[src/rtl/mul_share_arbiter.sv]
// mul_share_arbiter: shares one pipelined single-precision multiplier between
// two requesters. Each accepted operand pair is registered onto the multiplier
// inputs. A tag pipeline records which requester owns each in-flight result,
// so the result and its flags can be steered back to that requester.
//
// Handshake: a request transfers on a rising edge where reqN_valid and
// reqN_ready are both high. reqN_ready is a combinational grant, so it can
// depend on reqN_valid in the same cycle. Responses have no ready signal. An
// rspN_valid pulse is a single cycle long, and the requester must take the
// response in that cycle.
module mul_share_arbiter #(
  parameter int LAT = 3
) (
  input  logic        CLK,
  input  logic        RST,

  input  logic        req0_valid,
  output logic        req0_ready,
  input  logic [31:0] req0_x,
  input  logic [31:0] req0_y,
  input  logic [1:0]  req0_rmode,

  input  logic        req1_valid,
  output logic        req1_ready,
  input  logic [31:0] req1_x,
  input  logic [31:0] req1_y,
  input  logic [1:0]  req1_rmode,

  output logic        mul_Sx,
  output logic        mul_Sy,
  output logic [7:0]  mul_Ex,
  output logic [7:0]  mul_Ey,
  output logic [22:0] mul_Mx,
  output logic [22:0] mul_My,
  output logic [1:0]  mul_R_mode,

  input  logic        mul_Sz,
  input  logic [7:0]  mul_Ez,
  input  logic [22:0] mul_Mz,
  input  logic [4:0]  mul_flags,

  output logic        rsp0_valid,
  output logic [31:0] rsp0_z,
  output logic [4:0]  rsp0_flags,

  output logic        rsp1_valid,
  output logic [31:0] rsp1_z,
  output logic [4:0]  rsp1_flags,

  output logic        busy
);

  // last_grant holds the requester that won the most recent accept. A value
  // of 1 means requester 0 has priority at the next contention.
  logic           last_grant;
  logic           grant0;
  logic           grant1;
  logic           accept;
  logic [31:0]    sel_x;
  logic [31:0]    sel_y;
  logic [1:0]     sel_rmode;

  // Ownership tags. Entry 0 is loaded at the accept edge, and entry LAT lines
  // up with the multiplier result for that operation.
  logic [LAT:0]   tag_valid;
  logic [LAT:0]   tag_id;

  logic           ret0;
  logic           ret1;

  // Round-robin grant: a lone requester always wins, and under contention
  // the requester that did not win last time wins.
  always_comb begin
    grant0 = req0_valid && (!req1_valid || last_grant);
    grant1 = req1_valid && (!req0_valid || !last_grant);
  end

  assign req0_ready = grant0 && !RST;
  assign req1_ready = grant1 && !RST;
  assign accept     = req0_ready || req1_ready;

  // Operand mux that feeds the multiplier input registers.
  always_comb begin
    sel_x     = grant1 ? req1_x     : req0_x;
    sel_y     = grant1 ? req1_y     : req0_y;
    sel_rmode = grant1 ? req1_rmode : req0_rmode;
  end

  // Arbitration history. It changes only when an accept happens.
  always_ff @(posedge CLK or posedge RST) begin
    if (RST) begin
      last_grant <= 1'b1;
    end else if (accept) begin
      last_grant <= grant1;
    end
  end

  // Multiplier operand registers. The fields are split out on accept and
  // held otherwise, so the multiplier inputs do not toggle when idle.
  always_ff @(posedge CLK or posedge RST) begin
    if (RST) begin
      mul_Sx     <= 1'b0;
      mul_Sy     <= 1'b0;
      mul_Ex     <= 8'd0;
      mul_Ey     <= 8'd0;
      mul_Mx     <= 23'd0;
      mul_My     <= 23'd0;
      mul_R_mode <= 2'd0;
    end else if (accept) begin
      mul_Sx     <= sel_x[31];
      mul_Ex     <= sel_x[30:23];
      mul_Mx     <= sel_x[22:0];
      mul_Sy     <= sel_y[31];
      mul_Ey     <= sel_y[30:23];
      mul_My     <= sel_y[22:0];
      mul_R_mode <= sel_rmode;
    end
  end

  // Tag pipeline. It shifts every edge with no stall, mirroring the
  // fixed-latency multiplier. A reset empties it, so in-flight results are
  // never reported.
  always_ff @(posedge CLK or posedge RST) begin
    if (RST) begin
      tag_valid <= '0;
      tag_id    <= '0;
    end else begin
      tag_valid <= {tag_valid[LAT-1:0], accept};
      tag_id    <= {tag_id[LAT-1:0], grant1};
    end
  end

  // These decode which requester owns the result presented this cycle.
  assign ret0 = tag_valid[LAT] && !tag_id[LAT];
  assign ret1 = tag_valid[LAT] &&  tag_id[LAT];

  // Response registers for requester 0. The data holds after the valid
  // pulse ends.
  always_ff @(posedge CLK or posedge RST) begin
    if (RST) begin
      rsp0_valid <= 1'b0;
      rsp0_z     <= 32'd0;
      rsp0_flags <= 5'd0;
    end else begin
      rsp0_valid <= ret0;
      if (ret0) begin
        rsp0_z     <= {mul_Sz, mul_Ez, mul_Mz};
        rsp0_flags <= mul_flags;
      end
    end
  end

  // Response registers for requester 1. The data holds after the valid
  // pulse ends.
  always_ff @(posedge CLK or posedge RST) begin
    if (RST) begin
      rsp1_valid <= 1'b0;
      rsp1_z     <= 32'd0;
      rsp1_flags <= 5'd0;
    end else begin
      rsp1_valid <= ret1;
      if (ret1) begin
        rsp1_z     <= {mul_Sz, mul_Ez, mul_Mz};
        rsp1_flags <= mul_flags;
      end
    end
  end

  assign busy = (|tag_valid) || rsp0_valid || rsp1_valid;

endmodule

[config.mk]
export PLATFORM = sky130hd
export DESIGN_NAME = mul_share_arbiter
export DESIGN_NICKNAME = d
export VERILOG_FILES = /design/src/rtl/mul_share_arbiter.sv
export SDC_FILE = /design/constraint.sdc
export NUM_CORES = 1
export LEC_CHECK = 0
export ABC_AREA = 1
export CAP_MARGIN = 40
export CELL_PAD_IN_SITES_DETAIL_PLACEMENT = 0
export CELL_PAD_IN_SITES_GLOBAL_PLACEMENT = 1
export CORE_AREA = 2 2 125 127
export DETAILED_ROUTE_END_ITERATION = 16
export DIE_AREA = 0 0 127 129
export DONT_BUFFER_PORTS = 1
export HOLD_SLACK_MARGIN = 0.03
export PLACE_DENSITY = 0.88
export RECOVER_POWER = 50
export SYNTH_ARGS = -nofsm -noshare
export SYNTH_HDL_FRONTEND = slang
export SYNTH_SLANG_ARGS = --single-unit
[constraint.sdc]
create_clock -name CLK -period 19.4 [get_ports CLK]
set_input_delay 3.88 -clock CLK [delete_from_list [all_inputs] [get_ports CLK]]
set_output_delay 3.88 -clock CLK [all_outputs]
set_load 0.05 [all_outputs]
Yosys cells after proc, flatten, opt, wreduce, memory -nomap -nowiden
Index checks and enable logic that the tools add are counted.

word-level totals
  register bits after elaboration = 151
  input bits = 173
  output and inout bits = 145
  logic and storage cells = 36

cells by class
  multiplexer cells = 3
  reductions and logical operators = 17

operators with widths
  kind                 number
  $mux W32             2
  $logic_and A1 B1 Y1  6
  $logic_not A1 Y1     5
  $logic_or A1 B1 Y1   5
  $reduce_or A4 Y1     1
  $mux W2              1

Longest topological paths before layout
Gate-level depths: netlist of run 1.

  depth after elaboration = 5
  depth in mapped cells = 8
  gate-level depth less buffers = 6

Least setup slack after synthesis of run 1
No wires, ideal clock.

  path type = in2out
  start point = in RST
  end point = out req1_ready
  arrival = 8,346 ps
  data required time = 15,520 ps
  path slack = 7,174 ps
  stages on the path = 5
  path buffers = 2
  cells stage by stage = inv_1 > nand3_2 > buf_4 > buf_2 > inv_1

between the ends
  cells in the longest elaborated chain, start to end = 2

RTL lines
  what                        line  source
  from (decl)                 15    input logic RST,
  $logic_not A1 Y1 (no line)  n/a
  $logic_and A1 B1 Y1         79    assign req1_ready = grant1 && !RST;
  to (decl)                   24    output logic req1_ready,

Every way passes these cells.

Final worst setup path of run 1
Same ends and word-level chain as after synthesis.

==> impl_metrics.py, run 1 <==
metrics = {
    "cts": {
        "clk_pin_slew_worst_paths_ns": 0.06,
        "htreeDepth": 4,
        "clock_path_buffers": 2,
        "holdBufCountCts": 0,
        "cts_resized": 0,
        "cts_tree": "built",
        "cts-root-buf": "clkbuf_16",
        "numCtsBuffers": 17,
        "post_cts_buffers": 0,
        "clkLatencyLatePin_ns": 0.41,
        "cts.sinks": 151,
    },
    "setup_path": {
        "rrSetupSlack_ns": 14.99,
        "critPathLaunchType": "input port",
        "cpMaxStageDelayCell": "clkinvlp_2",
        "crit_family": "buffers and inverters",
        "reg2reg_depth": 8,
        "path_cells": "clkinvlp_2, nand3_2, inv_1",
        "worstSetupPathType": "in -> out",
        "r2r-end": "mul_Mx[11]",
        "crit_fanout": 71,
        "reg2reg_from": "last_grant",
        "end_kind": "output port",
        "crit_buf_inv": 2,
        "arrival_ns": 7.24,
        "worst_ep_required_time_ns": 15.52,
        "max_stage_delay_ns": 2.29,
    },
    "synth": {
        "syn_inst": 814,
        "syn_area_sq_mm": 0.00665,
        "synth-async-reset-ratio_pct": 100,
        "synth_edf_count": 0,
        "yosys-top-cells-count": "nand2_1 (341), dfrtp_1 (150), nand3_1 (133)",
        "synth_mux_area_share_pct": 0,
        "synth_compound_area_share_pct": 5.64,
        "synth_fa_ha_area_share_pct": 0,
        "synth_nets": 987,
        "yosys_warnings": 0,
        "synth_most_common_cell": "nand2_1",
        "synth_top_area_share_pct": 56.4,
        "synth_top_family_by_area": "simple AND/OR/NAND/NOR gates",
        "synth_cell_type_count": 18,
        "synth_top_cell_by_area": "dfrtp_1",
        "synthXorXnorAreaFrac_pct": 0,
        "ys_top_cells_by_area": "dfrtp_1 (56%), nand2_1 (19%), nand3_1 (10%)",
        "yosys.area_share.simple_pct": 30.0,
        "synth_top_flop_cell": "dfrtp_1",
        "yosys_register_bits": 151,
        "syn_avg_cell_area_sq_um": 8.17,
        "yosysSeqAreaShare_pct": 56.8,
    },
    "final_layout": {
        "drive_gt1_share_pct": 5.90,
        "final_cells": 984,
        "area_growth_pct": 8.95,
        "final_util_pct": 48.4,
        "nets": 956,
        "n_antenna_cell": 0,
    },
    "hold_path": {
        "min_to": "tag_id[2]",
        "hold_path.class": "reg -> reg",
        "whs_path_depth": 0,
        "hp-start": "tag_id[1]",
    },
    "die": {
        "die_y_microns": 129,
        "fp.dieW_microns": 127,
        "core-area_sq_mm": 0.0150,
        "io_pins": 318,
        "rows": 45,
        "initial_core_util_pct": 44.4,
        "dieArea_sq_mm": 0.0164,
    },
    "sta": {
        "post-route-min-period_ns": 11.12,
        "fin_skew_ns": 0.00734,
        "setup_ws_ns": 8.28,
        "slew_viol_final": 277,
        "hold_violations": 0,
        "worst_hold_slack_ns": 0.347,
        "rsz0062_at_grt": "false",
        "timing.fmax_mhz": 89.9,
        "fin_crit_sh_pct": 57.3,
        "slew_headroom_pct": -110,
        "finalSetupViolCount": 0,
        "worst_pin_slew_ns": 3.14,
        "finalSetupTns_ns": 0,
    },
    "route": {
        "vias_per_cell": 5.35,
        "vias": 5262,
        "wirelength_microns": 17400,
        "routedWlPerCell_microns": 17.7,
        "dr.first_iter.drc_count": 265,
        "drt-pass1-iter-count": 4,
        "route.detailed.drc": 0,
        "drtAntennaViolNets": 0,
    },
    "placed_design": {
        "io_buffers": 0,
        "place_inst": 952,
        "dp_worst_setup_slack_ns": 10.56,
        "dp_hpwl_microns": 11900,
        "gp_congestion": 0.798,
    },
    "power_and_ir_drop": {
        "worst_ir_drop_vdd_v": 0.0000630,
        "pwr_density_cell_mw_per_mm2": 158,
        "power.leakage_uw": 0.00391,
    },
    "global_routing": {
        "gr-usage-all-layers_pct": 21.2,
        "grt_max_degree": 72,
        "grt_pass1_vias": 4921,
        "grt_pass1_wl_microns": 27100,
        "antenna_found_initial": 0,
        "grt_overflow": 0,
    },
    "run": {
        "maxCapViolCount": 5,
    },
    "status": {
        "violations": "capacitance limit, slew limit",
        "status": "complete, but fails checks",
    },
}
## per-stage QoR
step	cell area [sq um]	power, uW
2_1_floorplan	6650	769
3_3_place_gp	6630	801
3_5_place_dp	6660	807
4_1_cts	7290	1160
5_1_grt	7250	1200
6_report	7250	1150
## per-layer routing
| layer | GRT usage, % | up-vias | share of wire (%) |
|---|---|---|---|
| met5 | 0 | - | 0 |
| met4 | 7.89 | 0 | 2.3 |
| met3 | 8.48 | 25 | 10 |
| met2 | 33.9 | 265 | 49 |
| met1 | 26.1 | 2460 | 39 |
| li1 | - | 2512 | - |
## worst register-to-register path: cells and delay by family, from the launching register on
family	cells	cell delay, ns
buffers and inverters	3	2.97
and+or+nand+nor	5	1.00
DFF	1	0.38
## state kept, by name (all words and copies together), names as in the netlist
signal,count
rsp0_z,32
rsp1_z,32
mul_Mx,23
mul_My,23
mul_Ex,8
mul_Ey,8
rsp0_flags,5
rsp1_flags,5
tag_id,4
tag_valid,4
mul_R_mode,2
last_grant,1
mul_Sx,1
mul_Sy,1
rsp0_valid,1
rsp1_valid,1
## final cells by class
| cell class | count | area [sq um] |
|---|---|---|
| inverters | 46 | 174 |
| clock inverters | 15 | 206 |
| clock buffers | 17 | 425 |
| multi-input cells | 558 | 2380 |
| repair buffers | 9 | 52.6 |
| well taps | 188 | 235 |
| flip-flops and latches | 151 | 3780 |
| fillers | 1483 | 7730 |
## worst max path at each step
| stage | to | slack, ns | startpoint | depth (start not counted) |
|---|---|---|---|---|
| final | req1_ready | 8.28 | RST | 3 |
| after floorplan | req1_ready | 7.17 | RST | 5 |
| after global routing | req1_ready | 7.47 | RST | 3 |
| after detailed placement | req1_ready | 10.56 | req0_valid | 4 |
| after CTS | req1_ready | 10.56 | req0_valid | 4 |
| after global placement | req1_ready | 10.58 | req0_valid | 4 |
## power by group
group,internal (uW),leakage (uW),total (uW),switching [uW]
clock,209,0.000312,351,142
combinational,41.7,0.00173,116,73.9
sequential,380,0.00187,682,302
total,630,0.00391,1150,518
## cells in the final DEF, fill, tap and decap left out, drive strengths merged
cell type / synthesis / final
buf: 42 / 5
nand2: 344 / 344
dfstp: 1 / 1
inv: 46 / 54
nand3: 134 / 134
clkinv: 0 / 3
nor2: 4 / 4
clkbuf: 17 / 21
o21ai: 75 / 75
clkinvlp: 0 / 1
bufinv: 0 / 3
or2: 1 / 1
dfrtp: 150 / 150
## kinds of logic after synthesis
group                  Yosys count
and+or+nand+nor                483
DFF                            151
buffers and inverters          105
AOI/OAI and AO/OA               75
Power figures use the tool's default switching activity.
==> inputs of run 2 (changes only) <==
CORE_AREA = unset   (was 2 2 125 127)
CORE_ASPECT_RATIO = 1.2   (was unset)
CORE_UTILIZATION = 40   (was unset)
DIE_AREA = unset   (was 0 0 127 129)
PLACE_DENSITY = 0.84   (was 0.88)
clock period = 9.8 ns   (was 19.4 ns; I/O delays follow)
==> impl_metrics.py, run 2 (synthesized netlist as in run 1, its figures left out) <==
metrics = {
    "status": {
        "status": "complete, but fails checks",
        "violations": "capacitance limit, slew limit",
    },
    "hold_path": {
        "min_to": "tag_id[3]",
        "hold_path.class": "reg -> reg",
        "whs_path_depth": 0,
        "hp-start": "tag_id[2]",
    },
    "final_layout": {
        "top_regs": "rsp0_z (32), rsp1_z (32)",
        "final_common_cell": "nand2_1",
        "fill_cells": 1649,
        "final_area_sq_mm": 0.00728,
        "final_cells": 1008,
        "drive_gt1_share_pct": 5.78,
        "area_growth_pct": 9.40,
        "n_antenna_cell": 0,
        "final_cell_mix": "nand2_1 (340), dfrtp_1 (150), nand3_1 (133)",
        "nets": 956,
    },
    "power_and_ir_drop": {
        "worst_ir_drop_vdd_v": 0.000104,
        "pwr_density_cell_mw_per_mm2": 306,
        "power.leakage_uw": 0.00390,
    },
    "sta": {
        "fin_crit_sh_pct": 58.5,
        "worst_hold_slack_ns": 0.348,
        "slew_viol_final": 121,
        "finalSetupTns_ns": 0,
        "hold_violations": 0,
        "slew_headroom_pct": -105,
        "timing.fmax_mhz": 174,
        "post-route-min-period_ns": 5.74,
        "worst_pin_slew_ns": 3.07,
        "rsz0062_at_grt": "false",
        "finalSetupViolCount": 0,
        "fin_skew_ns": 0.00890,
    },
    "global_routing": {
        "grt_overflow": 0,
        "antenna_found_initial": 0,
        "grt_pass1_wl_microns": 25900,
        "grt_busiest_layer": "met2",
        "gr-usage-all-layers_pct": 19.7,
        "grt_pass1_vias": 4819,
        "grt_max_degree": 77,
        "met2_usage_pct": 32.6,
        "use_met1_pct": 22.7,
        "grt_use_met3_pct": 7.19,
    },
    "setup_path": {
        "worst_ep_required_time_ns": 9.65,
        "arrival_ns": 5.58,
        "reg2reg_depth": 4,
        "critPathLaunchType": "input port",
        "end_kind": "asynchronous set/reset pin",
        "reg2reg_from": "tag_valid[3]",
        "rrSetupSlack_ns": 6.75,
        "crit_fanout": 76,
        "r2r-end": "rsp0_z[9]",
        "worstSetupPathType": "in -> async",
    },
    "die": {
        "core-area_sq_mm": 0.0163,
        "fp.dieW_microns": 120,
        "io_pins": 318,
        "dieArea_sq_mm": 0.0172,
        "initial_core_util_pct": 40.9,
        "die_y_microns": 143,
        "rows": 51,
    },
    "placed_design": {
        "io_buffers": 0,
        "dpl_cell_area_sq_mm": 0.00672,
        "gp_congestion": 0.778,
        "dp_hpwl_microns": 11600,
        "place_inst": 976,
    },
    "route": {
        "drt-pass1-iter-count": 4,
        "route.detailed.drc": 0,
        "routedWlPerCell_microns": 16.9,
        "vias_per_cell": 5.17,
        "vias": 5211,
        "dr.first_iter.drc_count": 223,
        "wirelength_microns": 17100,
        "drtAntennaViolNets": 0,
    },
    "cts": {
        "clock_path_buffers": 2,
        "numCtsBuffers": 17,
        "clkLatencyLatePin_ns": 0.42,
        "cts_tree": "built",
        "cts_resized": 0,
        "post_cts_buffers": 0,
        "cts-root-buf": "clkbuf_16",
        "clk_pin_slew_worst_paths_ns": 0.07,
        "htreeDepth": 4,
        "cts.sinks": 151,
        "holdBufCountCts": 0,
    },
    "run": {
        "maxCapViolCount": 2,
    },
}
## run 2: cell count changes in the layout (fill, tap and decap cells not counted)
cell | previous run | this run
clkinv_8 | 1 | 2
clkinv_2 | 1 | 0
clkinvlp_4 | 0 | 3
o21ai_0 | 75 | 74
or2_2 | 1 | 0
or2_0 | 0 | 1
buf_16 | 0 | 1
bufinv_16 | 3 | 1
clkinvlp_2 | 1 | 0
clkinv_4 | 1 | 2
buf_4 | 5 | 4
inv_6 | 6 | 4
o21ai_1 | 0 | 1
buf_12 | 0 | 1
## run 2: layer usage
layer / up-vias / wire (microns)
li1: 2515 / -
met1: 2434 / 6810
met2: 236 / 8340
met3: 26 / 1530
met4: 0 / 393
met5: - / 0
## run 2: where the power goes
group          internal (uW)  switching (uW)
combinational           84.3             147
sequential               752             594
clock                    362             289
total                   1200            1030
## run 2: layout make-up
class	count	area [sq um]	share of cell area (%)
timing repair buffer	9	88.8	1.22
multi-input combinational	558	2380	32.6
tap	212	265	3.64
clock buffer	18	429	5.90
clock inverter	14	163	2.23
sequential	151	3780	51.9
inverter	46	178	2.44
## run 2: metrics by stage
step / total power [uW] / setup WS [ns] / util (%)
after global placement: 1590 / 4.84 / 40.8
after detailed placement: 1600 / 4.84 / 41.3
after global routing: 2330 / 3.17 / 44.7
after floorplan: 1520 / 1.41 / -
after CTS: 2250 / 4.84 / 44.9
final: 2230 / 4.06 / 44.7
## run 2: how the worst max path moves through the flow
stage | endpoint | cells after the start | slack, ns | startpoint
floorplan | req1_ready | 5 | 1.41 | RST
global placement | req1_ready | 3 | 4.84 | RST
detailed placement | req1_ready | 3 | 4.84 | RST
CTS | req1_ready | 3 | 4.84 | RST
global route | rsp0_z[15] | 3 | 3.17 | RST
finish | rsp0_z[15] | 3 | 4.06 | RST
## run 2: worst max-delay path, stage by stage
cell and delay [ns]:
inv_6 0.45, clkbuf_1 0.85, clkbuf_1 2.24
==> inputs of run 3 (changes only) <==
clock period = 5 ns   (was 9.8 ns; I/O delays follow)
==> impl_metrics.py, run 3 (synthesized netlist as in run 1, its figures left out) <==
metrics = {
    "route": {
        "drt-pass1-iter-count": 4,
        "wirelength_microns": 17400,
        "routedWlPerCell_microns": 17.3,
        "dr.first_iter.drc_count": 302,
        "vias": 5224,
        "vias_per_cell": 5.18,
        "drtAntennaViolNets": 0,
        "route.detailed.drc": 0,
    },
    "setup_path": {
        "reg2reg_from": "tag_valid[3]",
        "path_cells": "inv_1, or2_0, clkbuf_1, o21ai_0",
        "crit_start": "tag_valid[3]",
        "cpMaxStageDelayCell": "clkbuf_1",
        "end_kind": "flip-flop",
        "crit_fanout": 48,
        "max_stage_delay_ns": 1.34,
        "crit_family": "buffers and inverters",
        "worstSetupPathType": "reg -> reg",
        "critPathLaunchType": "flip-flop",
        "arrival_ns": 3.42,
        "worst_ep_required_time_ns": 5.21,
        "crit_buf_inv": 2,
        "rrSetupSlack_ns": 1.79,
    },
    "power_and_ir_drop": {
        "power.switching_uw": 1980,
        "pwr_density_cell_mw_per_mm2": 596,
        "pwr-share-clk_pct": 28.8,
        "power.internal_uw": 2370,
        "p_comb_share_pct": 10.5,
        "power.leakage_uw": 0.00389,
        "power.share.switching_pct": 45.5,
        "worst_ir_drop_vdd_v": 0.000221,
        "power_uw": 4350,
        "seq_power_share_pct": 60.6,
    },
    "status": {
        "status": "complete, but fails checks",
        "violations": "capacitance limit, slew limit",
    },
    "placed_design": {
        "io_buffers": 0,
        "place_inst": 976,
        "dp_hpwl_microns": 11600,
        "dpl_cell_area_sq_mm": 0.00672,
        "gp_congestion": 0.754,
    },
    "sta": {
        "post-route-min-period_ns": 3.21,
        "finalSetupViolCount": 0,
        "timing.fmax_mhz": 311,
        "finalSetupTns_ns": 0,
        "rsz0062_at_grt": "false",
        "slew_viol_final": 125,
        "fin_skew_ns": 0.00762,
        "worst_pin_slew_ns": 2.72,
        "fin_crit_sh_pct": 64.3,
        "hold_violations": 0,
        "slew_headroom_pct": -81.5,
    },
    "global_routing": {
        "grt_pass1_vias": 4851,
        "grt_pass1_wl_microns": 26500,
        "grt_overflow": 0,
        "antenna_found_initial": 0,
        "grt_max_degree": 152,
        "gr-usage-all-layers_pct": 20.0,
    },
    "hold_path": {
        "hp-start": "tag_id[1]",
        "hold_path.class": "reg -> reg",
    },
    "die": {
        "rows": 51,
        "io_pins": 318,
        "initial_core_util_pct": 40.9,
        "core-area_sq_mm": 0.0163,
        "dieArea_sq_mm": 0.0172,
        "die_y_microns": 143,
        "fp.dieW_microns": 120,
    },
    "final_layout": {
        "drive_gt1_share_pct": 6.28,
        "final-seq-area_sq_mm": 0.00378,
        "final_cells": 1008,
        "fill_cells": 1601,
        "final_cell_mix": "nand2_1 (339), dfrtp_1 (150), nand3_1 (133)",
        "final_util_pct": 44.9,
        "nets": 956,
        "n_antenna_cell": 0,
        "multi_input_comb_area_sq_mm": 0.00239,
        "area_growth_pct": 9.74,
        "top_regs": "rsp0_z (32), rsp1_z (32)",
        "final_area_sq_mm": 0.00730,
        "final_common_cell": "nand2_1",
    },
    "cts": {
        "cts_tree": "built",
        "cts_resized": 0,
        "htreeDepth": 4,
        "numCtsBuffers": 17,
        "clk_pin_slew_worst_paths_ns": 0.06,
        "holdBufCountCts": 0,
        "cts.sinks": 151,
        "post_cts_buffers": 0,
        "clkLatencyLatePin_ns": 0.41,
        "cts-root-buf": "clkbuf_16",
        "clock_path_buffers": 2,
    },
    "run": {
        "maxCapViolCount": 2,
    },
}
run 3: per-stage QoR:
step                hold slack (ns)  worst slack [ns]
detailed placement            0.335              2.15
global placement              0.331              1.82
global route                  0.355              1.29
CTS                           0.349              2.14
floorplan                     0.331            -0.141
finish                        0.347              1.79
run 3: final timing paths:
check / to / cells past startpoint
setup / recovery: rsp0_z[15] / 4
hold / removal: tag_id[2] / 0
setup reg to reg: rsp0_z[15] / 4
hold reg to reg: tag_id[2] / 0
max in group asynchronous: mul_My[17] / 2
min in group asynchronous: mul_Sx / 2
run 3: routing by layer:
metal  vias up  track usage [%]  wire [microns]
met1      2430             23.1            6970
met5         -                0               0
met4         0             6.58             295
met2       260             33.8            8570
li1       2514                -               -
met3        20             8.03            1610
run 3: area by class of cell:
type	count	area share [%]
inverters	46	2.43
well taps	212	3.63
flip-flops and latches	151	51.8
clock buffers	19	6.20
clock inverters	13	1.85
repair buffers	9	1.44
multi-input cells	558	32.7
run 3: worst register-to-register path: cells and delay by family (launching register included):
family,cells,cell delay [ns]
simple gates,1,0.97
compound gates,1,0.24
buf+inv,2,1.41
flops,1,0.40
run 3: power groups by stage:
stage	sequential [uW]	clock, uW	combinational, uW
finish	2640	1250	459
global route	2670	1340	542
floorplan	2580	0	402
global placement	2660	0	447
detailed placement	2660	0	473
CTS	2640	1290	472
